## src/rtl/seq_detector_mealy_prog.sv

```systemverilog
// Run-time programmable Mealy serial pattern detector with valid qualifier,
// saturating match counter and illegal-length flag.
module seq_detector_mealy_prog #(
  parameter int                 MAX_LEN     = 8,
  parameter int                 LEN_W       = 4,
  parameter int                 CNT_W       = 8,
  parameter logic [MAX_LEN-1:0] DEF_PATTERN = MAX_LEN'(4'b1101),
  parameter int                 DEF_LEN     = 4,
  parameter bit                 DEF_OVERLAP = 1'b0
) (
  input  logic               clk,
  input  logic               reset,
  input  logic               cfg_load,
  input  logic [MAX_LEN-1:0] cfg_pattern,
  input  logic [LEN_W-1:0]   cfg_len,
  input  logic               cfg_overlap,
  input  logic               cnt_clr,
  input  logic               din_valid,
  input  logic               din,
  output logic               dout,
  output logic [CNT_W-1:0]   match_count,
  output logic               cfg_err
);

  localparam logic [LEN_W-1:0] LEN_MAX   = LEN_W'(MAX_LEN);
  localparam logic [LEN_W-1:0] DEF_LEN_L = LEN_W'(DEF_LEN);

  logic [MAX_LEN-1:0] pattern_q, pattern_d;
  logic [LEN_W-1:0]   len_q, len_d;
  logic               overlap_q, overlap_d;
  logic               cfg_err_q, cfg_err_d;
  logic [MAX_LEN-2:0] history_q, history_d;
  logic [LEN_W-1:0]   fill_q, fill_d;
  logic [CNT_W-1:0]   count_q, count_d;

  logic [MAX_LEN-1:0] window;
  logic [LEN_W-1:0]   len_m1;
  logic               win_eq;
  logic               fill_ok;
  logic               cfg_legal;
  logic               match;

  function automatic logic [CNT_W-1:0] sat_inc_cnt(input logic [CNT_W-1:0] v);
    return (&v) ? v : v + 1'b1;
  endfunction

  function automatic logic [LEN_W-1:0] sat_inc_fill(input logic [LEN_W-1:0] v,
                                                    input logic [LEN_W-1:0] lim);
    return (v >= lim) ? lim : v + 1'b1;
  endfunction

  // The newest bit (din) sits at window[0]; only the low len bits take part.
  assign window    = {history_q, din};
  assign len_m1    = len_q - 1'b1;
  assign fill_ok   = (fill_q >= len_m1);
  assign cfg_legal = (cfg_len != '0) && (cfg_len <= LEN_MAX);

  always_comb begin
    win_eq = 1'b1;
    for (int i = 0; i < MAX_LEN; i++) begin
      if ((i < int'(len_q)) && (window[i] != pattern_q[i])) win_eq = 1'b0;
    end
  end

  assign match = din_valid & ~reset & ~cfg_load & ~cfg_err_q & fill_ok & win_eq;

  always_comb begin
    pattern_d = pattern_q;
    len_d     = len_q;
    overlap_d = overlap_q;
    cfg_err_d = cfg_err_q;
    history_d = history_q;
    fill_d    = fill_q;
    count_d   = count_q;

    if (cfg_load) begin
      // An illegal length keeps the old config but still restarts the history.
      history_d = '0;
      fill_d    = '0;
      if (cfg_legal) begin
        pattern_d = cfg_pattern;
        len_d     = cfg_len;
        overlap_d = cfg_overlap;
        cfg_err_d = 1'b0;
      end else begin
        cfg_err_d = 1'b1;
      end
    end else if (din_valid) begin
      if (match && !overlap_q) begin
        history_d = '0;
        fill_d    = '0;
      end else begin
        history_d = window[MAX_LEN-2:0];
        fill_d    = sat_inc_fill(fill_q, len_m1);
      end
    end

    if (cnt_clr)    count_d = '0;
    else if (match) count_d = sat_inc_cnt(count_q);
  end

  always_ff @(posedge clk) begin
    if (reset) begin
      pattern_q <= DEF_PATTERN;
      len_q     <= DEF_LEN_L;
      overlap_q <= DEF_OVERLAP;
      cfg_err_q <= 1'b0;
      history_q <= '0;
      fill_q    <= '0;
      count_q   <= '0;
    end else begin
      pattern_q <= pattern_d;
      len_q     <= len_d;
      overlap_q <= overlap_d;
      cfg_err_q <= cfg_err_d;
      history_q <= history_d;
      fill_q    <= fill_d;
      count_q   <= count_d;
    end
  end

  assign dout        = match;
  assign match_count = count_q;
  assign cfg_err     = cfg_err_q;

endmodule

```

## config.mk

```make
export PLATFORM = sky130hd
export DESIGN_NAME = seq_detector_mealy_prog
export DESIGN_NICKNAME = d
export VERILOG_FILES = /design/src/rtl/seq_detector_mealy_prog.sv
export SDC_FILE = /design/constraint.sdc
export NUM_CORES = 1
export LEC_CHECK = 0
export BUFFER_PORTS_ARGS = -buffer_cell sky130_fd_sc_hd__buf_2
export CAP_MARGIN = 20
export CELL_PAD_IN_SITES_DETAIL_PLACEMENT = 0
export CELL_PAD_IN_SITES_GLOBAL_PLACEMENT = 1
export CORE_UTILIZATION = 42
export CTS_CLUSTER_DIAMETER = 80
export DETAILED_ROUTE_END_ITERATION = 7
export GPL_TIMING_DRIVEN = 0
export HOLD_SLACK_MARGIN = 0.15
export PLACE_DENSITY_LB_ADDON = 0.08
export SLEW_MARGIN = 25
export SYNTH_ARGS = -nofsm -noshare
export SYNTH_HDL_FRONTEND = slang
export SYNTH_SLANG_ARGS = --single-unit
```

## constraint.sdc

```tcl
create_clock -name clk -period 2.8 [get_ports clk]
set_input_delay 0.28 -clock clk [delete_from_list [all_inputs] [get_ports clk]]
set_output_delay 0.28 -clock clk [all_outputs]
set_load 0.005 [all_outputs]
```

==> summary.txt <==
Route
  • Post-DR vias/cell: 5.36
  • Final wirelength: 3680 um
  • Wirelength per Cell: 13.9 um
  • Residual DRC count: 0
  • DRT iter0 DRCs: 48
  • Final antenna-violating net count: 0
  • TritonRoute pass-1 iters: 4
  • Vias: 1421

Yosys
  • Syn Inst Count: 183
  • Primary FF master, synth: dfxtp_1
  • Post-synth cell types: 38
  • Synthesis-stage register bit count: 33
  • Mapped Area: 1690 sq um
  • Synth area leaders: dfxtp_1 39%, ha_1 7.4%, mux2i_1 6.5%, a22o_1 5.2%, xnor2_1 4.1%
  • Post-synth EDFFs: 0
  • Post-synth top area cell: dfxtp_1
  • Post-Syn Nets: 212
  • Yosys warning total: 0
  • Sequential area share after synthesis: 39.1%
  • Asr flop ratio synth: 0%
  • Mean Syn Cell Area: 9.24 sq um
  • Synth top area share: 39.1%

Critical path
  • Critical Path Slowest Stage Cell: dfxtp_1
  • CP Class: reg2out
  • Crit-path max FO: 6
  • Crit path DAT: 2.40 ns
  • Critical path's largest stage delay: 0.44 ns
  • Critical path endpoint category: output port
  • Crit Reg-Reg Startpoint: len_q[0]
  • Crit-path cells: inv_1 > ha_1 > ha_1 > a2111oi_4 > nor3_2 > and3_1 > buf_2
  • Crit path launch type: flip-flop
  • CP Launch Point: len_q[0]
  • CP required: 2.52 ns
  • Most common cell on crit path: ha_1

Placement
  • DP HPWL: 2780 um
  • Cell Area, Placed: 1880 sq um
  • Inst Count DP: 257
  • IO Port Bufs: 26
  • Gpl congestion: 0.801

Power and ir drop
  • P per Cell Area: 540 nW/um^2
  • Final Total Pwr: 1.10 mW
  • Switching Share: 24.0%
  • Clk network pwr share: 43.0%
  • P_int: 834 uW
  • Reg power frac: 45.4%
  • Net Switching: 263 uW
  • Combinational Power Share: 11.7%
  • Leakage: 0.889 nW
  • Max IR drop VDD: 0.351 mV

Clock network
  • CTS max path bufs: 2
  • Clock latency on the worst-skew pair: 0.29 ns
  • Clock Sinks: 33
  • CTS Buf Count: 5
  • CTS tree: done
  • CTS clk-pin slew, worst paths: 0.07 ns
  • # H-tree levels: 2
  • # Post-CTS Setup Buffers: 0
  • Clock Tree Root: clkbuf_8

Layout
  • Antenna cells: 0
  • Final std cell area, no fill: 2030 sq um
  • Area Overhead vs Synth: 20.0%
  • Layout cells sized above 1: 21.2%
  • Nets: 245
  • Commonest non-fill, non-tap cells in the layout: 33 x dfxtp_1, 28 x buf_2, 17 x nor2_1, 11 x mux2i_1
  • Commonest non-fill, non-tap cell in the layout: dfxtp_1
  • Final cell count without fillers: 265

Timing
  • Fmax: 373 MHz
  • Max Transition Viols Final: 0
  • Worst hold margin: 0.214 ns
  • RSZ-0062 raised after global routing: false
  • Setup Total Neg Slack: 0 ns
  • Max_slew headroom: 65.8%
  • Fin. Hold Viols: 0
  • Final Cycle Share: 95.7%
  • Clk_skew: 0.00748 ns
  • Worst slew pin tran: 0.511 ns
  • Minimum clock period: 2.68 ns
  • # setup viols final: 0

Die
  • Initial Utilization: 44.9%
  • Core area: 3770 sq um
  • Die height: 65.5 um
  • Die area: 4290 sq um
  • # IOs: 29
  • Row count: 22
  • Die Width: 65.5 um

Global routing
  • Total grt overflow: 0
  • Tot GR Track Use: 18.7%
  • Initial antenna violation count: 0
  • Largest net degree at the start of global routing: 12
  • Global-route wire length before repair: 6120 um
  • Vias in the first global route: 1349

Outcome
  • Status: completed

Worst hold path
  • HP Start: cfg_load
  • Min-delay worst type: in2reg

Flow run
  • # Max-Cap Violations: 0
[sequential cells by signal (all words and copies together) (netlist names)]
signal,flops
match_count,8
pattern_q,8
history_q,7
fill_q,4
len_q,4
cfg_err,1
overlap_q,1
[what timing repair did]
| action | 4_1_cts | 5_1_grt |
|---|---|---|
| hold buffers | 0 | 0 |
| resized for setup | 0 | 5 |
| hold endpoints to repair | 0 | 0 |
| endpoints found under the setup margin | 0 | 12 |
[per-layer routing]
metal,GRT usage (%),share of wire [%],vias to the layer above
li1,-,-,726
met1,24.1,49,658
met2,30.2,46,29
met3,4.69,4.2,8
met4,6.52,1.4,0
met5,0,0,-
[Yosys cell counts (all sizes together) (5+ instances only)]
master	number
buf	5
xnor2	8
a22o	10
mux2i	11
nor2	18
or3	5
ha	10
inv	10
nand2	7
dfxtp	33
o21ai	6
a21oi	10
[worst paths after layout]
check,endpoint,slack [ns],cells after the start
setup / recovery,dout,0.12,7
setup reg to reg,history_q[2],0.16,9
hold / removal,cfg_err,0.21,2
hold reg to reg,pattern_q[2],0.49,1
[cells by family after synthesis]
group           synth area share (%)
flops                           39.1
xor+xnor                        6.21
buf+inv                         5.33
fa+ha+maj                       7.40
simple gates                    16.6
mux                             6.51
compound gates                  18.9
[worst max-delay path, delay by kind of cell (launching register included)]
kind                       cells  cell delay (ns)
AOI/OAI and AO/OA              1             0.39
adders and majority gates      2             0.67
buffers and inverters          2             0.27
DFF                            1             0.44
and+or+nand+nor                2             0.34
[through the flow]
| step | utilization, % | worst slack (ns) |
|---|---|---|
| floorplan | - | 0.427 |
| global placement | 49.9 | 0.128 |
| detailed placement | 49.9 | 0.120 |
| CTS | 53.1 | 0.0527 |
| global route | 53.8 | 0.0154 |
| finish | 53.8 | 0.120 |
[power by group through the flow]
stage	clock (mW)	sequential [mW]	combinational, mW
finish	0.471	0.497	0.128
global route	0.500	0.499	0.144
CTS	0.474	0.497	0.122
detailed placement	0	0.508	0.121
global placement	0	0.507	0.119
floorplan	0	0.504	0.0881
[final cells by class]
class	instances	area, sq um
inverter	10	37.5
buffer	9	55.1
sequential	33	661
tap	48	60.1
fill	368	1740
clock inverter	2	37.5
timing repair buffer	26	130
multi-input combinational	131	966
clock buffer	6	82.6
No activity file was read; power rests on OpenSTA's default activity.
